--- src/rtl/cachelinebus_if.sv ---
// Cache-side line request and memory-side beat port of cachelinebus, bundled.
// slave is the responder's view; master is the view of the cache plus memory around it.
interface cachelinebus_if #(
  parameter int PA_BITS = 34,
  parameter int LINELEN = 512,
  parameter int BEATLEN = 64,
  parameter int LOGBWPL = 3
);
  // cache side
  logic                FlushStage;
  logic [1:0]          CacheBusRW;
  logic [PA_BITS-1:0]  CacheBusAdr;
  logic [BEATLEN-1:0]  ReadDataWord;
  logic [LINELEN-1:0]  FetchBuffer;
  logic [LOGBWPL-1:0]  BeatCount;
  logic                SelBusBeat;
  logic                CacheBusAck;
  logic                BusCommitted;
  // memory side
  logic                MemReq;
  logic                MemWrite;
  logic [PA_BITS-1:0]  MemAdr;
  logic [BEATLEN-1:0]  MemWData;
  logic                MemLast;
  logic                MemReady;
  logic                MemRValid;
  logic [BEATLEN-1:0]  MemRData;

  modport slave (
    input  FlushStage, CacheBusRW, CacheBusAdr, ReadDataWord,
           MemReady, MemRValid, MemRData,
    output FetchBuffer, BeatCount, SelBusBeat, CacheBusAck, BusCommitted,
           MemReq, MemWrite, MemAdr, MemWData, MemLast
  );

  modport master (
    output FlushStage, CacheBusRW, CacheBusAdr, ReadDataWord,
           MemReady, MemRValid, MemRData,
    input  FetchBuffer, BeatCount, SelBusBeat, CacheBusAck, BusCommitted,
           MemReq, MemWrite, MemAdr, MemWData, MemLast
  );
endinterface

--- src/rtl/cachelinebus.sv ---
// cachelinebus: turns one cache line fetch or writeback into LINELEN/BEATLEN
// sequential single-outstanding beats, assembling fetched beats into FetchBuffer.
module cachelinebus #(
  parameter int PA_BITS = 34,
  parameter int LINELEN = 512,
  parameter int BEATLEN = 64,
  parameter int LOGBWPL = 3
) (
  input logic            clk,
  input logic            reset,
  cachelinebus_if.slave  bus
);
  localparam int BEATS     = LINELEN / BEATLEN;
  localparam int OFFSETLEN = $clog2(LINELEN / 8);
  localparam int BYTEOFF   = $clog2(BEATLEN / 8);

  typedef enum logic [1:0] {IDLE, WRITE, RADR, RDATA} stateT;

  stateT                         state, nextState;
  logic [LOGBWPL-1:0]            beatCount;
  logic [BEATS-1:0][BEATLEN-1:0] fetchWords;
  logic                          lastBeat;
  logic                          beatInc, beatClr, captureBeat;
  logic                          memReq, memWrite, cacheBusAck, selBusBeat;
  logic [OFFSETLEN-1:0]          unusedAdrBits;

  // The request address is line aligned; its offset bits carry no information.
  assign unusedAdrBits = bus.CacheBusAdr[OFFSETLEN-1:0];

  assign lastBeat = (beatCount == LOGBWPL'(BEATS - 1));

  // State register: synchronous reset aborts any transfer without an ack.
  // NOTE: sequential state uses non-blocking assignments so every register samples pre-edge values.
  always_ff @(posedge clk) begin
    if (reset) state <= IDLE;
    else       state <= nextState;
  end

  // Next-state and handshake decode; writeback wins when both request bits are set.
  // NOTE: every output gets a default first so no path through the case infers a latch.
  always_comb begin
    nextState   = state;
    memReq      = 1'b0;
    memWrite    = 1'b0;
    cacheBusAck = 1'b0;
    selBusBeat  = 1'b0;
    beatInc     = 1'b0;
    beatClr     = 1'b0;
    captureBeat = 1'b0;
    case (state)
      IDLE: begin
        if (bus.CacheBusRW[0] && !bus.FlushStage)             nextState = WRITE;
        else if (bus.CacheBusRW == 2'b10 && !bus.FlushStage)  nextState = RADR;
      end
      WRITE: begin
        selBusBeat = 1'b1;
        memReq     = 1'b1;
        memWrite   = 1'b1;
        if (bus.MemReady) begin
          if (lastBeat) begin
            cacheBusAck = 1'b1;
            beatClr     = 1'b1;
            nextState   = IDLE;
          end else begin
            beatInc = 1'b1;
          end
        end
      end
      RADR: begin
        selBusBeat = 1'b1;
        memReq     = 1'b1;
        if (bus.MemReady) nextState = RDATA;
      end
      RDATA: begin
        selBusBeat = 1'b1;
        if (bus.MemRValid) begin
          captureBeat = 1'b1;
          if (lastBeat) begin
            cacheBusAck = 1'b1;
            beatClr     = 1'b1;
            nextState   = IDLE;
          end else begin
            beatInc   = 1'b1;
            nextState = RADR;
          end
        end
      end
      default: nextState = IDLE;
    endcase
  end

  // Beat index: advances per accepted beat, returns to zero on every entry to IDLE.
  always_ff @(posedge clk) begin
    if (reset || beatClr) beatCount <= '0;
    else if (beatInc)     beatCount <= beatCount + 1'b1;
  end

  // Fetch buffer: only the slice of the beat being returned is written.
  // NOTE: this wide buffer is deliberately reset, since the cache may observe it right after reset.
  always_ff @(posedge clk) begin
    if (reset)            fetchWords <= '0;
    else if (captureBeat) fetchWords[beatCount] <= bus.MemRData;
  end

  assign bus.FetchBuffer  = fetchWords;
  assign bus.BeatCount    = beatCount;
  assign bus.SelBusBeat   = selBusBeat;
  assign bus.CacheBusAck  = cacheBusAck;
  assign bus.BusCommitted = (state != IDLE);
  assign bus.MemReq       = memReq;
  assign bus.MemWrite     = memWrite;
  assign bus.MemAdr       = {bus.CacheBusAdr[PA_BITS-1:OFFSETLEN], beatCount, {BYTEOFF{1'b0}}};
  assign bus.MemWData     = bus.ReadDataWord;
  assign bus.MemLast      = memReq && lastBeat;
endmodule
--- src/flat_wrapper.sv ---
// flat-port wrapper written by rule: the top's interface ports become plain ports
module cachelinebus_flat 
#(
  parameter int PA_BITS = 34,
  parameter int LINELEN = 512,
  parameter int BEATLEN = 64,
  parameter int LOGBWPL = 3
)
  (clk, reset, bus_FlushStage, bus_CacheBusRW, bus_CacheBusAdr, bus_ReadDataWord, bus_MemReady, bus_MemRValid, bus_MemRData, bus_FetchBuffer, bus_BeatCount, bus_SelBusBeat, bus_CacheBusAck, bus_BusCommitted, bus_MemReq, bus_MemWrite, bus_MemAdr, bus_MemWData, bus_MemLast);
  cachelinebus_if #(.PA_BITS(PA_BITS), .LINELEN(LINELEN), .BEATLEN(BEATLEN), .LOGBWPL(LOGBWPL)) bus_i ();
  input logic clk;
  input logic reset;
  input wire logic [$bits(bus_i.FlushStage)-1:0] bus_FlushStage;
  input wire logic [$bits(bus_i.CacheBusRW)-1:0] bus_CacheBusRW;
  input wire logic [$bits(bus_i.CacheBusAdr)-1:0] bus_CacheBusAdr;
  input wire logic [$bits(bus_i.ReadDataWord)-1:0] bus_ReadDataWord;
  input wire logic [$bits(bus_i.MemReady)-1:0] bus_MemReady;
  input wire logic [$bits(bus_i.MemRValid)-1:0] bus_MemRValid;
  input wire logic [$bits(bus_i.MemRData)-1:0] bus_MemRData;
  output wire logic [$bits(bus_i.FetchBuffer)-1:0] bus_FetchBuffer;
  output wire logic [$bits(bus_i.BeatCount)-1:0] bus_BeatCount;
  output wire logic [$bits(bus_i.SelBusBeat)-1:0] bus_SelBusBeat;
  output wire logic [$bits(bus_i.CacheBusAck)-1:0] bus_CacheBusAck;
  output wire logic [$bits(bus_i.BusCommitted)-1:0] bus_BusCommitted;
  output wire logic [$bits(bus_i.MemReq)-1:0] bus_MemReq;
  output wire logic [$bits(bus_i.MemWrite)-1:0] bus_MemWrite;
  output wire logic [$bits(bus_i.MemAdr)-1:0] bus_MemAdr;
  output wire logic [$bits(bus_i.MemWData)-1:0] bus_MemWData;
  output wire logic [$bits(bus_i.MemLast)-1:0] bus_MemLast;
  assign bus_i.FlushStage = bus_FlushStage;
  assign bus_i.CacheBusRW = bus_CacheBusRW;
  assign bus_i.CacheBusAdr = bus_CacheBusAdr;
  assign bus_i.ReadDataWord = bus_ReadDataWord;
  assign bus_i.MemReady = bus_MemReady;
  assign bus_i.MemRValid = bus_MemRValid;
  assign bus_i.MemRData = bus_MemRData;
  assign bus_FetchBuffer = bus_i.FetchBuffer;
  assign bus_BeatCount = bus_i.BeatCount;
  assign bus_SelBusBeat = bus_i.SelBusBeat;
  assign bus_CacheBusAck = bus_i.CacheBusAck;
  assign bus_BusCommitted = bus_i.BusCommitted;
  assign bus_MemReq = bus_i.MemReq;
  assign bus_MemWrite = bus_i.MemWrite;
  assign bus_MemAdr = bus_i.MemAdr;
  assign bus_MemWData = bus_i.MemWData;
  assign bus_MemLast = bus_i.MemLast;
  cachelinebus #(.PA_BITS(PA_BITS), .LINELEN(LINELEN), .BEATLEN(BEATLEN), .LOGBWPL(LOGBWPL)) u_core (.clk(clk), .reset(reset), .bus(bus_i));
endmodule
--- config.mk ---
export PLATFORM = sky130hd
export DESIGN_NAME = cachelinebus_flat
export DESIGN_NICKNAME = d
export VERILOG_FILES = /design/src/rtl/cachelinebus_if.sv /design/src/rtl/cachelinebus.sv /design/src/flat_wrapper.sv
export SDC_FILE = /design/constraint.sdc
export NUM_CORES = 1
export LEC_CHECK = 0
export ABC_CLOCK_PERIOD_IN_PS = 1900
export BUFFER_PORTS_ARGS = -buffer_cell sky130_fd_sc_hd__buf_2
export CORE_AREA = 2 2 303 305
export DETAILED_ROUTE_END_ITERATION = 10
export DIE_AREA = 0 0 305 307
export PLACE_DENSITY_LB_ADDON = 0.1
export SYNTH_ARGS = -nofsm -noshare
export SYNTH_HDL_FRONTEND = slang
export SYNTH_SLANG_ARGS = --single-unit
--- constraint.sdc ---
create_clock -name clk -period 1.9 [get_ports clk]
set_input_delay 0.095 -clock clk [delete_from_list [all_inputs] [get_ports clk]]
set_output_delay 0.095 -clock clk [all_outputs]
set_load 0.005 [all_outputs]
Word level (Yosys, flattened, before mapping)
Index checks and enable logic that the tools add are counted.

word-level totals
  output and inout bits = 619
  register bits after elaboration = 517
  input bits = 169

cells by class
  add/subtract/negate cells = 1
  magnitude comparators = 2
  reduce and logical (&&, ||, !) cells = 11
  mux-type cells = 24
  equality and inequality tests = 10

operators with widths
  operator                                                                              count
  512-bit bitwise mux                                                                   1
  64-bit demux with 3-bit select                                                        1
  64-bit 2-to-1 mux                                                                     1
  2-bit 2-to-1 mux                                                                      7
  1-bit 2-to-1 mux                                                                      11
  2-bit case mux with 4 select lines                                                    1
  2-bit equality test (second input constant)                                           3
  2-bit != test (second input constant)                                                 3
  5-bit AND reduction                                                                   1
  1-bit logical AND                                                                     4
  3-bit by 4-bit < comparator with 1-bit output (second input constant)                 1
  1-bit case mux with 2 select lines                                                    2
  3-bit by 1-bit adder with 3-bit output (second input constant)                        1
  3-bit equality test (second input constant)                                           1
  3-bit by 1-bit greater-or-equal comparator with 1-bit output (second input constant)  1
  3-bit by 1-bit != test with 1-bit output (second input constant)                      1
  3-bit OR reduction                                                                    1
  2-bit by 1-bit equality test with 1-bit output (second input constant)                1
  2-bit logical NOT                                                                     1
  2-bit by 1-bit != test with 1-bit output (second input constant)                      1
  2-bit nonzero test                                                                    1
  2-bit OR reduction                                                                    1
  1-bit logical NOT                                                                     1
  1-bit logical OR                                                                      1

Depth between registers and ports, before layout
  word-level depth = 5
  gate-level depth with buffers = 7
  gate-level depth less buffers = 6

Least setup slack after synthesis
No wires, ideal clock.

  path type = register to register
  from = register u_core.beatCount[1] (netlist: u_core.bus.BeatCount[1])
  to = register u_core.state[0]
  data arrival time = 1751 ps
  clock period less this slack = 1838 ps
  cell stages (with the launch flop) = 7
  slack = 62 ps
  setup time = 87 ps
  cell sequence = dfxtp_1 -> ha_1 -> ha_1 -> a21bo_2 -> o221ai_1 -> or4b_2 -> o31ai_1

between the ends
  cells in the longest elaborated chain, start to end = 3

RTL lines
  item                                                line                text
  start: declaration                                  cachelinebus.sv:20  logic [LOGBWPL-1:0] beatCount;
  start signal: assignment                            cachelinebus.sv:95  else if (beatInc) beatCount <= beatCount + 1'b1;
  3-bit equality test                                 cachelinebus.sv:30  assign lastBeat = (beatCount == LOGBWPL'(BEATS - 1));
  2-bit by 1-bit != test with 1-bit output (no line)  --
  5-bit AND reduction (no line)                       --
  end signal: assignment                              cachelinebus.sv:36  else state <= nextState;
  end: declaration                                    cachelinebus.sv:19  stateT state, nextState;

Every way passes these cells.
A chain may end at the register's enable or synchronous reset.

Final worst setup path
  from = register u_core.state[0]
  to = output bus_CacheBusAck

between the ends
  cells in the longest elaborated chain, start to end = 2
  elaborated cells on any way between the ends = 3
  those cells by class = 2 x eq/ne; 1 x mux

RTL lines
  item                                                                                          line                text
  2-bit equality test / 2-bit by 1-bit equality test with 1-bit output (equally long branches)  cachelinebus.sv:50  case (state)
  1-bit case mux with 2 select lines *                                                          cachelinebus.sv:50
  end: declaration                                                                              flat_wrapper.sv:23  output wire logic [$bits(bus_i.CacheBusAck)-1:0] bus_CacheBusAck;

Mark *: on every way between the ends. The rest lies on a longest branch, timed or not.

==> reports/summary.md <==
### Run status
• completed — run status

### Routing
• 5 — Detailed Routing Iterations Pass 1
• 4.29 — DR vias/cell
• 85.1 mm — final wirelength
• 20.5 um — post-detailed-route wirelength per cell
• 0 — count of unresolved DRC violations after routing
• 0 — post-detailed-route count of antenna-violating nets
• 17800 — routed via count
• 1185 — drt initial violations

### Global routing
• 112 — maximum number of pins on one net before global-route repair
• 0 — remaining global-route overflow
• 2 — antenna violations before repair
• 120 mm — wire length of the first global-routing pass
• 16800 — via count of the first global-routing pass
• 17.4% — Global Route Usage Sum

### Timing
• 0.557 ns — Least-Margin Pin Slew
• 1.82 ns — final worst path period need
• 95.8% — final period utilization
• 62.9% — worst relative slew slack
• 0.0249 ns — Max Clock Skew
• 0.0795 ns — worst setup margin
• 0 — final setup violation count
• 549 MHz — maximum clock rate
• 0 — Final Slew Violations
• 0 — count of final hold-check violations

### Yosys
• simple AND/OR/NAND/NOR gates — main combinational cell family by area after synthesis
• 54.6% — Synth top area share
• 0% — xor/xnor cell area share of the yosys netlist
• 0% — fraction of registers with async set/reset
• dfxtp_1 — primary flip-flop cell chosen by synthesis mapping
• 54.6% — part of the Yosys area used for sequential elements
• 517 — post-synthesis register bit count
• 13.8% — complex-gate fraction of the synthesized area
• 32 — library cells used by synthesis
• 7.77 um^2 — mean area per synthesized cell
• 21.5% — simple logic cell fraction of the synthesized area
• 0.462% — arithmetic-cell share of the synthesized area counting full adders, half adders and majority gates
• 0 — number of enable-type register cells in the synthesized netlist
• 0.158% — multiplexer area fraction after synthesis
• 2441 — Gate Count Post-Synth
• 0 — Yosys warnings
• dfxtp_1, nand2_1, a21oi_1, buf_4, buf_2 — ranking of synthesized cells by area
• 19000 um^2 — Syn Std Cell Area
• dfxtp_1 — cell type with the largest total area after synthesis

### Worst setup path
• output pin — Crit. End Element
• u_core.state[1] — RR Startpoint
• flop to output pin — category of the most critical setup path
• 0.12 ns — reg-to-reg slack, setup
• 1.73 ns — crit path DAT
• 1.80 ns — Crit path required time
• 4 — maximum fanout along the worst path
• ha_4 -> buf_4 -> o21ai_4 -> and2_4 -> buf_2 — cell breakdown of the critical path
• 2 — buffers and inverters on the worst path
• dfxtp_4 — CP max-delay cell
• flop — type of origin of the critical path
• flip-flops — critical path's top delay family
• u_core.state[0] — startpoint of the worst setup timing path
• 0.36 ns — maximum cell stage delay along the critical path

### Final layout
• 3074 — number of nets at the end of the flow
• 9858 — Fill cells
• 34.7% — area added between synthesis and finish
• 25600 um^2 — final non-filler cell area
• 26.6% — fraction of layout cells with a size suffix above 1
• nand2_1, buf_2, dfxtp_1, a21oi_1 — commonest cells after routing, fill and taps aside
• 4139 — post-route non-filler standard cell count
• nand2_1 — commonest non-fill, non-tap cell in the layout

### Floorplanning
• 305 um — width of the die
• 93600 um^2 — full die area
• 20.9% — starting density of the core
• 788 — I/O pin count
• 111 — site row count
• 90700 um^2 — core area
• 307 um — die height

### Hold path
• bus_MemReady — origin of the worst min-delay path
• primary input to flop — Hold WC Path Type

### Placed design
• 0.767 — GPL Wtd Cong
• 0.00259 ns — Post-Place Setup Slack
• 594 — Port Buffer Count
• 57.3 mm — estimated wirelength of the detail-placed design
• 22500 um^2 — Post-DP Area
• 3945 — count of placed standard cells including taps

### Clock network
• 517 — # clock sinks
• 66 — number of buffers created by CTS
• 0.05 ns — Clock Pin Slew Worst Setup and Hold Paths
• 3 — htree depth
• clkbuf_16 — Root Buffer Master
• 3 — clock tree buffer depth
• built — clock tree from TritonCTS
• 0.62 ns — worst-skew pair later-pin latency

### Power and ir drop
• 52.0% — clock share of power
• 23.4% — Sw Share
• 25.2 mW — Total Power Consumption
• 5.91 mW — net switching power of the design
• 987 nW/um^2 — power per cell area
• 19.3 mW — Cell Int Power
• 4.7% — proportion of power drawn by combinational gates
• 43.3% — power share of the sequential group
• 10.3 nW — leakage power figure
• 0.491 mV — Peak supply drop

### Run
• 0 — number of violations of the max-capacitance limit

## registers in the layout (all words and copies together), names as in the netlist
register / flops
u_core.bus.FetchBuffer: 512
u_core.state: 2
u_core.bus.BeatCount: 3
## synthesized netlist by cell type (3+ instances only)
library cell and number:
a21oi_1 512, buf_1 4, buf_2 142, buf_4 99, clkbuf_1 80, dfxtp_1 517, ha_1 7, inv_1 5
mux2i_1 3, nand2_1 1028, nor2_1 6, nor2_2 6, nor2b_1 3, or2_2 4
## cell families (layout without fill, tap and decap cells)
| kind of cell | count (synthesis) | count (layout) |
|---|---|---|
| and+or+nand+nor | 1061 | 1061 |
| AOI/OAI and AO/OA | 520 | 520 |
| DFF | 517 | 517 |
| buffers and inverters | 332 | 840 |
| adders and majority gates | 7 | 7 |
| muxes | 3 | 3 |
| other | 1 | 5 |
## power by group through the flow
| stage | clock (mW) | combinational, mW | sequential, mW |
|---|---|---|---|
| global route | 14.0 | 1.28 | 10.9 |
| floorplan | 0 | 0.738 | 11.2 |
| global placement | 0 | 1.03 | 11.2 |
| CTS | 13.6 | 1.19 | 10.9 |
| finish | 13.1 | 1.17 | 10.9 |
| detailed placement | 0 | 1.05 | 11.2 |
## path summary, 6_finish.rpt
| kind | depth (start not counted) | endpoint |
|---|---|---|
| worst max-delay path | 5 | bus_CacheBusAck |
| worst min-delay path | 4 | u_core.state[1] |
| worst max register to register | 6 | u_core.state[0] |
| worst min register to register | 2 | u_core.bus.FetchBuffer[451] |
## worst min-delay path: cells and delay by family
family / cells / cell delay, ns
AND/OR/NAND/NOR: 1 / 0.17
buffers and inverters: 1 / 0.11
AO/OA/AOI/OAI: 2 / 0.25
## per-stage QoR
step	hold slack, ns	TNS, ns	util (%)
after floorplan	0.271	0	-
after global placement	0.190	0	24.8
after detailed placement	0.190	0	24.8
after CTS	0.00475	0	28.1
after global routing	0.0965	-0.00362	28.2
final	0.0628	0	28.2
## area by class of cell
class / count / area [um^2] / share of cell area, %
clock inverters: 20 / 279 / 1.09
well taps: 1186 / 1480 / 5.81
multi-input cells: 1594 / 6950 / 27.2
repair buffers: 714 / 4450 / 17.4
inverters: 5 / 18.8 / 0.0735
flip-flops and latches: 517 / 10400 / 40.5
diodes: 2 / 5.00 / 0.0196
clock buffers: 101 / 2020 / 7.89
## repair_timing
action / CTS / global route
gates resized for setup: 9 / 9
pin swaps: 1 / 3
endpoints found under the hold margin: 517 / 0
buffers inserted: 2 / 1
setup endpoints to repair: 15 / 64
hold buffers: 68 / 0
## metal layers
layer | global-route usage (%) | part of all wire (%) | vias up | wire length (um)
met1 | 20.8 | 41 | 8361 | 34800
met4 | 7.32 | 3.6 | 2 | 3060
met3 | 5.33 | 8.2 | 154 | 6960
met2 | 28.9 | 47 | 660 | 40300
li1 | - | - | 8577 | -
met5 | 0 | 0.013 | - | 11
Power figures use the tool's default switching activity.
